--- config.mk ---
export PLATFORM = sky130hd
export DESIGN_NAME = instr_fetch_rv_flat
export DESIGN_NICKNAME = d
export VERILOG_FILES = /design/src/rtl/instr_fetch_rv_pkg.sv /design/src/rtl/instr_fetch_rv_if.sv /design/src/rtl/next_pc_rv.sv /design/src/rtl/instr_fetch_rv.sv /design/src/flat_wrapper.sv
export SDC_FILE = /design/constraint.sdc
export NUM_CORES = 1
export LEC_CHECK = 0
export BUFFER_PORTS_ARGS = -buffer_cell sky130_fd_sc_hd__buf_2
export CORE_UTILIZATION = 57
export DETAILED_ROUTE_END_ITERATION = 16
export HOLD_SLACK_MARGIN = 0.1
export PLACE_DENSITY = 0.89
export SETUP_SLACK_MARGIN = 0.02
export SLEW_MARGIN = 20
export SYNTH_ARGS = -nofsm -noshare
export SYNTH_HDL_FRONTEND = slang
export SYNTH_HIERARCHICAL = 1
export SYNTH_SLANG_ARGS = --single-unit
--- constraint.sdc ---
create_clock -name iwClk -period 3.8 [get_ports iwClk]
set_clock_uncertainty 0.2 [all_clocks]
set_input_delay 0.76 -clock iwClk [delete_from_list [all_inputs] [get_ports iwClk]]
set_output_delay 0.76 -clock iwClk [all_outputs]
set_load 0.02 [all_outputs]
--- src/rtl/instr_fetch_rv_pkg.sv ---
// instr_fetch_rv_pkg: shared encodings and helpers for the fetch stage
package instr_fetch_rv_pkg;
  localparam logic [1:0] NEXT_PC_SRC_SEQ  = 2'd0;
  localparam logic [1:0] NEXT_PC_SRC_B    = 2'd1;
  localparam logic [1:0] NEXT_PC_SRC_JAL  = 2'd2;
  localparam logic [1:0] NEXT_PC_SRC_JALR = 2'd3;
  localparam logic [31:0] RISCV_NOP = 32'h0000_0013;
  typedef enum logic [1:0] {
    FETCH_STATE_FETCH = 2'd0,
    FETCH_STATE_HOLD  = 2'd1,
    FETCH_STATE_FAULT = 2'd2
  } fetch_state_t;
  function automatic logic [31:0] sign_extend_12_32(input logic [11:0] v);
    return {{20{v[11]}}, v};
  endfunction
endpackage

--- src/rtl/instr_fetch_rv_if.sv ---
// instr_fetch_rv_if: instruction memory request/acknowledge bus
interface instr_fetch_rv_if;
  logic        owIMemReq;
  logic [31:0] owIMemAddr;
  logic        iwIMemAck;
  logic [31:0] iwIMemData;
  modport master (output owIMemReq, output owIMemAddr, input iwIMemAck, input iwIMemData);
  modport slave  (input owIMemReq, input owIMemAddr, output iwIMemAck, output iwIMemData);
endinterface

--- src/rtl/next_pc_rv.sv ---
// next_pc_rv: combinational next-PC target and misalignment check
module next_pc_rv
  import instr_fetch_rv_pkg::*;
(
  input  logic [31:0] i_pc,
  input  logic [1:0]  i_src,
  input  logic [19:0] i_imm20,
  input  logic [11:0] i_imm12,
  input  logic        i_taken,
  input  logic [31:0] i_jalr_base,
  output logic [31:0] o_target,
  output logic        o_misaligned
);
  logic [31:0] w_seq, w_jal, w_br, w_jalr;
  assign w_seq  = i_pc + 32'd4;
  assign w_jal  = i_pc + {{11{i_imm20[19]}}, i_imm20, 1'b0};
  assign w_br   = i_pc + {{19{i_imm12[11]}}, i_imm12, 1'b0};
  assign w_jalr = (i_jalr_base + sign_extend_12_32(i_imm12)) & ~32'h1;
  assign o_target = i_src == NEXT_PC_SRC_SEQ ? w_seq :
                    i_src == NEXT_PC_SRC_B   ? (i_taken ? w_br : w_seq) :
                    i_src == NEXT_PC_SRC_JAL ? w_jal : w_jalr;
  assign o_misaligned = |o_target[1:0];
endmodule

--- src/rtl/instr_fetch_rv.sv ---
// instr_fetch_rv: single-outstanding RV32I instruction fetch stage
module instr_fetch_rv
  import instr_fetch_rv_pkg::*;
#(
  parameter logic [31:0] RESET_PC = 32'h0000_0000
) (
  input  logic             iwClk,
  input  logic             iwnRst,
  instr_fetch_rv_if.master imem,
  output logic [31:0]      owInstr,
  output logic [31:0]      owPc,
  output logic             owInstrValid,
  input  logic             iwAdvance,
  input  logic [1:0]       iwNextPcSrc,
  input  logic [19:0]      iwNextPcImmediate20,
  input  logic [11:0]      iwNextPcImmediate12,
  input  logic             iwBranchTaken,
  input  logic [31:0]      iwJalrBase,
  input  logic             iwnIllegal,
  output logic             owFault
);
  fetch_state_t r_state, w_next;
  logic [31:0] r_pc, r_instr, w_target;
  logic w_misaligned, w_capture, w_retire;

  next_pc_rv u_next_pc (
    .i_pc        (r_pc),
    .i_src       (iwNextPcSrc),
    .i_imm20     (iwNextPcImmediate20),
    .i_imm12     (iwNextPcImmediate12),
    .i_taken     (iwBranchTaken),
    .i_jalr_base (iwJalrBase),
    .o_target    (w_target),
    .o_misaligned(w_misaligned)
  );

  // FSM state register
  always_ff @(posedge iwClk or negedge iwnRst)
    if (!iwnRst) r_state <= FETCH_STATE_FETCH;
    else r_state <= w_next;

  // next state and handshake outputs; request is masked while reset is held
  always_comb begin
    w_next = r_state;
    w_capture = 1'b0;
    w_retire = 1'b0;
    imem.owIMemReq = 1'b0;
    owInstrValid = 1'b0;
    owFault = 1'b0;
    case (r_state)
      FETCH_STATE_FETCH: begin
        imem.owIMemReq = iwnRst;
        w_capture = imem.iwIMemAck;
        w_next = imem.iwIMemAck ? FETCH_STATE_HOLD : FETCH_STATE_FETCH;
      end
      FETCH_STATE_HOLD: begin
        owInstrValid = 1'b1;
        w_retire = iwAdvance && iwnIllegal && !w_misaligned;
        w_next = !iwAdvance ? FETCH_STATE_HOLD : w_retire ? FETCH_STATE_FETCH : FETCH_STATE_FAULT;
      end
      FETCH_STATE_FAULT: owFault = 1'b1;
      default: w_next = FETCH_STATE_FAULT;
    endcase
  end

  assign imem.owIMemAddr = {r_pc[31:2], 2'b00};
  assign owPc = r_pc;
  assign owInstr = owInstrValid ? r_instr : RISCV_NOP;

  // PC advances only on a clean retirement; the fetched word is captured on ack
  always_ff @(posedge iwClk or negedge iwnRst)
    if (!iwnRst) begin
      r_pc <= RESET_PC;
      r_instr <= RISCV_NOP;
    end else begin
      if (w_capture) r_instr <= imem.iwIMemData;
      if (w_retire) r_pc <= w_target;
    end
endmodule

--- src/flat_wrapper.sv ---
// flat-port wrapper written by rule: the top's interface ports become plain ports
module instr_fetch_rv_flat import instr_fetch_rv_pkg::*;
#(
  parameter logic [31:0] RESET_PC = 32'h0000_0000
)
  (iwClk, iwnRst, owInstr, owPc, owInstrValid, iwAdvance, iwNextPcSrc, iwNextPcImmediate20, iwNextPcImmediate12, iwBranchTaken, iwJalrBase, iwnIllegal, owFault, imem_owIMemReq, imem_owIMemAddr, imem_iwIMemAck, imem_iwIMemData);
  instr_fetch_rv_if imem_i ();
  input  logic iwClk;
  input  logic iwnRst;
  output logic [31:0] owInstr;
  output logic [31:0] owPc;
  output logic owInstrValid;
  input  logic iwAdvance;
  input  logic [1:0] iwNextPcSrc;
  input  logic [19:0] iwNextPcImmediate20;
  input  logic [11:0] iwNextPcImmediate12;
  input  logic iwBranchTaken;
  input  logic [31:0] iwJalrBase;
  input  logic iwnIllegal;
  output logic owFault;
  output wire logic [$bits(imem_i.owIMemReq)-1:0] imem_owIMemReq;
  output wire logic [$bits(imem_i.owIMemAddr)-1:0] imem_owIMemAddr;
  input wire logic [$bits(imem_i.iwIMemAck)-1:0] imem_iwIMemAck;
  input wire logic [$bits(imem_i.iwIMemData)-1:0] imem_iwIMemData;
  assign imem_owIMemReq = imem_i.owIMemReq;
  assign imem_owIMemAddr = imem_i.owIMemAddr;
  assign imem_i.iwIMemAck = imem_iwIMemAck;
  assign imem_i.iwIMemData = imem_iwIMemData;
  instr_fetch_rv #(.RESET_PC(RESET_PC)) u_core (.iwClk(iwClk), .iwnRst(iwnRst), .imem(imem_i), .owInstr(owInstr), .owPc(owPc), .owInstrValid(owInstrValid), .iwAdvance(iwAdvance), .iwNextPcSrc(iwNextPcSrc), .iwNextPcImmediate20(iwNextPcImmediate20), .iwNextPcImmediate12(iwNextPcImmediate12), .iwBranchTaken(iwBranchTaken), .iwJalrBase(iwJalrBase), .iwnIllegal(iwnIllegal), .owFault(owFault));
endmodule
=== Word level (Yosys, flattened, before mapping) ===
Index checks and enable logic that the tools add are counted.

* Add/subtract/negate cells: 4
* Eq/ne operators: 4
* Muxes and demuxes: 14
* Reduce and logical (&&, ||, !) cells: 6

{| class="wikitable"
|+ Operator list
! kind !! count
|-
| $mux 32 || 5
|-
| $add 32x32->32 || 3
|-
| $add 32x3->32 const B || 1
|-
| $mux 1 || 6
|-
| $pmux 2 s3 || 1
|-
| $eq 2x1->1 const B || 2
|-
| $eq 2x2->1 const B || 2
|-
| $logic_not 2->1 || 2
|-
| $mux 2 || 2
|-
| $logic_and 1x1->1 || 2
|-
| $reduce_or 2->1 || 1
|-
| $logic_not 1->1 || 1
|}

* Register bits: 66
* Input port bits: 104
* Logic and storage cells: 31

=== Longest topological paths before layout ===
* Depth after elaboration: 10
* Gate-level depth with buffers: 13
* Depth with buffers taken out: 13

=== Cells and area by module ===
The synthesis kept the hierarchy.

{| class="wikitable"
|+ By module, submodules not included
! module !! times used !! cells an instance !! area an instance (sq um) !! sequential area each (sq um)
|-
| next_pc_rv || 1 || 900 || 6120.9 || 0.0
|-
| instr_fetch_rv || 1 || 214 || 3083.0 || 1655.3
|}

=== Worst setup path before layout ===
Ideal clock, no wire load.

* Path kind: input to register
* Start point: input port iwNextPcImmediate12[0]
* End point: register u_core.r_pc[30], in the netlist u_core/owPc[30]
* Setup time: 0.125 ns
* Arrival time: 3.242 ns
* Slack: 0.233 ns
* Stages: 12
* Cell sequence: and2_1 -> fa_1 -> a21oi_1 -> o21ai_0 -> a2111oi_2 -> o211ai_1 -> nand2_1 -> o21ai_0 -> a211o_1 -> a21oi_1 -> a2111oi_2 -> mux2_4

{| class="wikitable"
|+ RTL lines
! element !! line !! text
|-
| start: declaration || flat_wrapper.sv:16 || <nowiki>input logic [11:0] iwNextPcImmediate12;</nowiki>
|-
| $add 32x32->32 (on tied branches) || next_pc_rv.sv:18, next_pc_rv.sv:17 ||
|-
| $mux 32 (on tied branches) || next_pc_rv.sv:21, next_pc_rv.sv:20 ||
|-
| $mux 32 (*) || next_pc_rv.sv:20 || <nowiki>i_src == NEXT_PC_SRC_B ? (i_taken ? w_br : w_seq) :</nowiki>
|-
| $mux 32 (*) || next_pc_rv.sv:19 || <nowiki>assign o_target = i_src == NEXT_PC_SRC_SEQ ? w_seq :</nowiki>
|-
| net u_core.w_target[30] || instr_fetch_rv.sv:23 || <nowiki>logic [31:0] r_pc, r_instr, w_target;</nowiki>
|-
| end signal: assignment || instr_fetch_rv.sv:77 || <nowiki>if (w_retire) r_pc <= w_target;</nowiki>
|-
| end: declaration || instr_fetch_rv.sv:23 ||
|}

The timed path passes the listed nets; every way through them passes the cells marked *.
A chain may end at the register's enable or synchronous reset.

=== Worst setup path after layout ===
* Start point: input port iwNextPcImmediate12[0]
* End point: register u_core.r_pc[27], in the netlist u_core/owPc[27]

The elaborated chain is that of the path after synthesis.

==> impl_metrics.tcl <==
set metrics [dict create \
    syn_inst 1114 \
    ff2ff_path_depth 13 \
    die_h_um 129.1 \
    synth-seq-area-share_pct 17.99 \
    whs_ns 0.2956 \
    worst_skew_pair.late_latency_ns 0.34 \
    p_seq_share_pct 20.2 \
    hold_buffers 0 \
    worstMarginPinSlew_ns 1.053 \
    yosysWarnings 6 \
    max_freq_ghz 0.2737 \
    finalPower_mw 6.611 \
    synthArstFlopShare_pct 100.0 \
    postCtsSetupBuffers 0 \
    synth_fa_ha_area_share_pct 13.02 \
    synth_top_family_by_area "compound AO/OA/AOI/OAI gates" \
    portBuffers 200 \
    die-area_mm2 0.01666 \
    rsz0062_at_grt "no" \
    wl_mm 28.75 \
    final_antenna_net_count 0 \
    vias 9936 \
    track_usage_pct 34.15 \
    synth.mux.area_fraction_pct 10.44 \
    hpwl_mm 22.87 \
    hold_depth 1 \
    final_util_pct 71.41 \
    synth_flop_cell "dfrtp_1" \
    overflow 0 \
    finalCritPeriodShare_pct 96.15 \
    register_area_mm2 0.001655 \
    synth_area_per_cell_um2 8.262 \
    drtIter0Drc 1228 \
    clockBufferDepth 2 \
    combPwrFrac_pct 67.0 \
    drc 0 \
    cp_data_required_time_ns 3.83 \
    worstPathArrival_ns 3.68 \
    finalSetupViolCount 0 \
    multiInputGateArea_mm2 0.007028 \
    dr.pass1.iters 5 \
    place.gp.congestion 1.014 \
    slew_viol_final 0 \
    n_fill_cell 1150 \
    synth_cell_type_count 78 \
    vdd_ir_drop_max_mv 0.2645 \
    synth-xor-area-share_pct 9.231 \
    status "finished, final reports clean" \
    clk_pin_slew_ns 0.06 \
    ios 203 \
    powerDensity_mw_per_mm2 584.8 \
    hold_class "flop to flop" \
    p_int_mw 3.532 \
    start_util_pct 58.15 \
    num_rows 46 \
    synth_compound_area_share_pct 26.16 \
    swShare_pct 46.57 \
    synth_area_mm2 0.009204 \
    core_mm2 0.01583 \
    die_w_um 129.1 \
    p_leak_nw 5.788 \
    critPathKind "primary input to flop" \
    first_global_vias 9161 \
    setup.worst_path.start_class "primary input" \
    cts-resized-gates 0 \
    maxCapViolations 0 \
    maxSlewHeadroom_pct 29.48 \
    areaGrowthSynthToFinish_pct 22.81 \
    power.net_switching_mw 3.078 \
    avgViaCountPerCell 6.210 \
    synth-seq-cells 66 \
    antenna_found_initial 0 \
    cts_tree "yes" \
    drive_above_1_share_pct 31.60 \
    avgRoutedWirePerCell_um 17.97 \
    nets 1576 \
    grt_pass1_wl_mm 44.76 \
    clock-root-buffer "clkbuf_16" \
    h-tree-depth 3 \
    finalCriticalPeriod_ns 3.654 \
    synth_edf_count 0 \
    pwr-share-clk_pct 12.8 \
    cts_sinks 66 \
    numCtsBuffers 9 \
    grt_max_degree 67 \
    yosys.area_share.simple_pct 17.25 \
    worst-path-max-fanout 3 \
    end_kind "flop" \
    hold_viol 0 \
]
-- Yosys cell counts, types with 4 or more instances --
master,number,area share (%)
mux2_2,38,4.6
a41oi_1,4,0.38
o211ai_1,12,0.98
o21ai_0,72,3.9
a211o_1,7,0.67
buf_2,9,0.49
and3_1,16,1.1
nand4_1,17,1.2
a211oi_1,19,1.5
nand2_1,80,3.3
or3_1,4,0.27
buf_6,4,0.49
dfrtp_1,63,17
a31oi_1,9,0.61
clkbuf_1,24,0.98
and4_1,4,0.38
a21o_1,47,3.8
o21bai_1,10,0.82
nor3_1,20,1.1
nor2b_1,7,0.48
o22ai_1,7,0.48
o31ai_1,5,0.41
nand3_1,32,1.7
mux2_4,30,4.9
nor4_1,4,0.27
buf_4,33,2.7
nor2_1,64,2.6
o21ai_1,5,0.27
ha_1,91,12
xor2_1,44,4.2
mux2i_1,6,0.65
nand2b_1,10,0.68
o21a_1,16,1.3
or2_2,4,0.27
a21oi_1,107,5.8
inv_1,30,1.2
xnor2_1,53,5.0
a22oi_1,6,0.49
and2_1,36,2.4
-- flip-flops by register name, summed over array words and instances (netlist names) --
register	cells
u_core/owPc	32
u_core/r_instr	32
u_core/r_state	2
-- metal layers --
metal  routed length, µm  GRT usage [%]
met2               13120          56.47
met1               11710          42.94
met4                 948          15.85
met3                2975          6.813
met5                   0              0
-- kinds of logic after synthesis --
kind of cell | after synthesis
xor+xnor | 97
simple gates | 313
buf+inv | 100
compound gates | 368
mux | 75
fa+ha+maj | 94
flops | 66
other cells | 1
-- power groups by stage --
stage          Combinational (mW)  Clock, mW  Sequential [mW]
6_report                     4.43      0.845             1.34
4_1_cts                      4.31      0.855             1.33
3_5_place_dp                 4.28          0             1.34
3_3_place_gp                 4.14          0             1.32
2_1_floorplan                2.86          0             1.42
5_1_grt                      4.76      0.890             1.37
-- worst max-delay path: stages --
cell and delay, ns:
buf_2 0.11, ha_1 0.19, inv_1 0.07, fa_1 0.18
nand2b_1 0.13, a21oi_1 0.10, o41ai_1 0.50, a21bo_2 0.25
a31oi_1 0.12, o2111ai_1 0.34, mux2_2 0.37, a211oi_1 0.16
o21ai_1 0.11, mux2_4 0.27
-- cell usage in the layout (no fill, tap or decap), drive strengths merged, types with 4 or more instances in the layout --
cell    instances
a211o           8
a211oi         21
a21o           48
a21oi         108
a22oi           6
a31oi           9
a41oi           4
and2           38
and3           17
and4            4
buf           322
clkbuf         10
dfrtp          63
ha             91
inv            30
mux2           68
mux2i           6
nand2          81
nand2b         10
nand3          32
nand4          17
nor2           64
nor2b           7
nor3           20
nor4            4
o211ai         12
o21a           16
o21ai          79
o21bai         10
o22ai           7
o31ai           5
o41ai           4
or2             4
or3             5
xnor2          53
xor2           44
-- through the flow --
step | area, µm² | setup TNS [ns] | cells | worst slack, ns
floorplan | 9208 | 0 | 1115 | 0.2330
global placement | 10990 | -0.2070 | 1583 | -0.06418
detailed placement | 10990 | -0.6766 | 1583 | -0.1354
CTS | 11290 | 0 | 1599 | 0.2139
global route | 11300 | 0 | 1599 | 0.03826
finish | 11300 | 0 | 1600 | 0.1461
-- path summary, 6_finish.rpt --
check / from / to / slack, ns
hold reg to reg: u_core/r_instr[15] / u_core/r_instr[15] / 0.30
setup / recovery: iwNextPcImmediate12[0] / u_core/owPc[27] / 0.15
min in group asynchronous: iwnRst / u_core/r_instr[25] / 0.45
max in group asynchronous: iwnRst / u_core/owPc[8] / 2.39
setup reg to reg: u_core/owPc[1] / u_core/owPc[27] / 0.18
hold / removal: u_core/r_instr[15] / u_core/r_instr[15] / 0.30
-- area by class of cell --
cell class | count | share of cell area (%)
clock inverters | 6 | 0.5867
well taps | 216 | 2.391
flip-flops and latches | 66 | 14.64
multi-input cells | 949 | 62.18
diodes | 1 | 0.02214
repair buffers | 322 | 17.07
clock buffers | 10 | 2.114
inverters | 30 | 0.9962
Note: power is estimated with default switching activity, not from simulation.
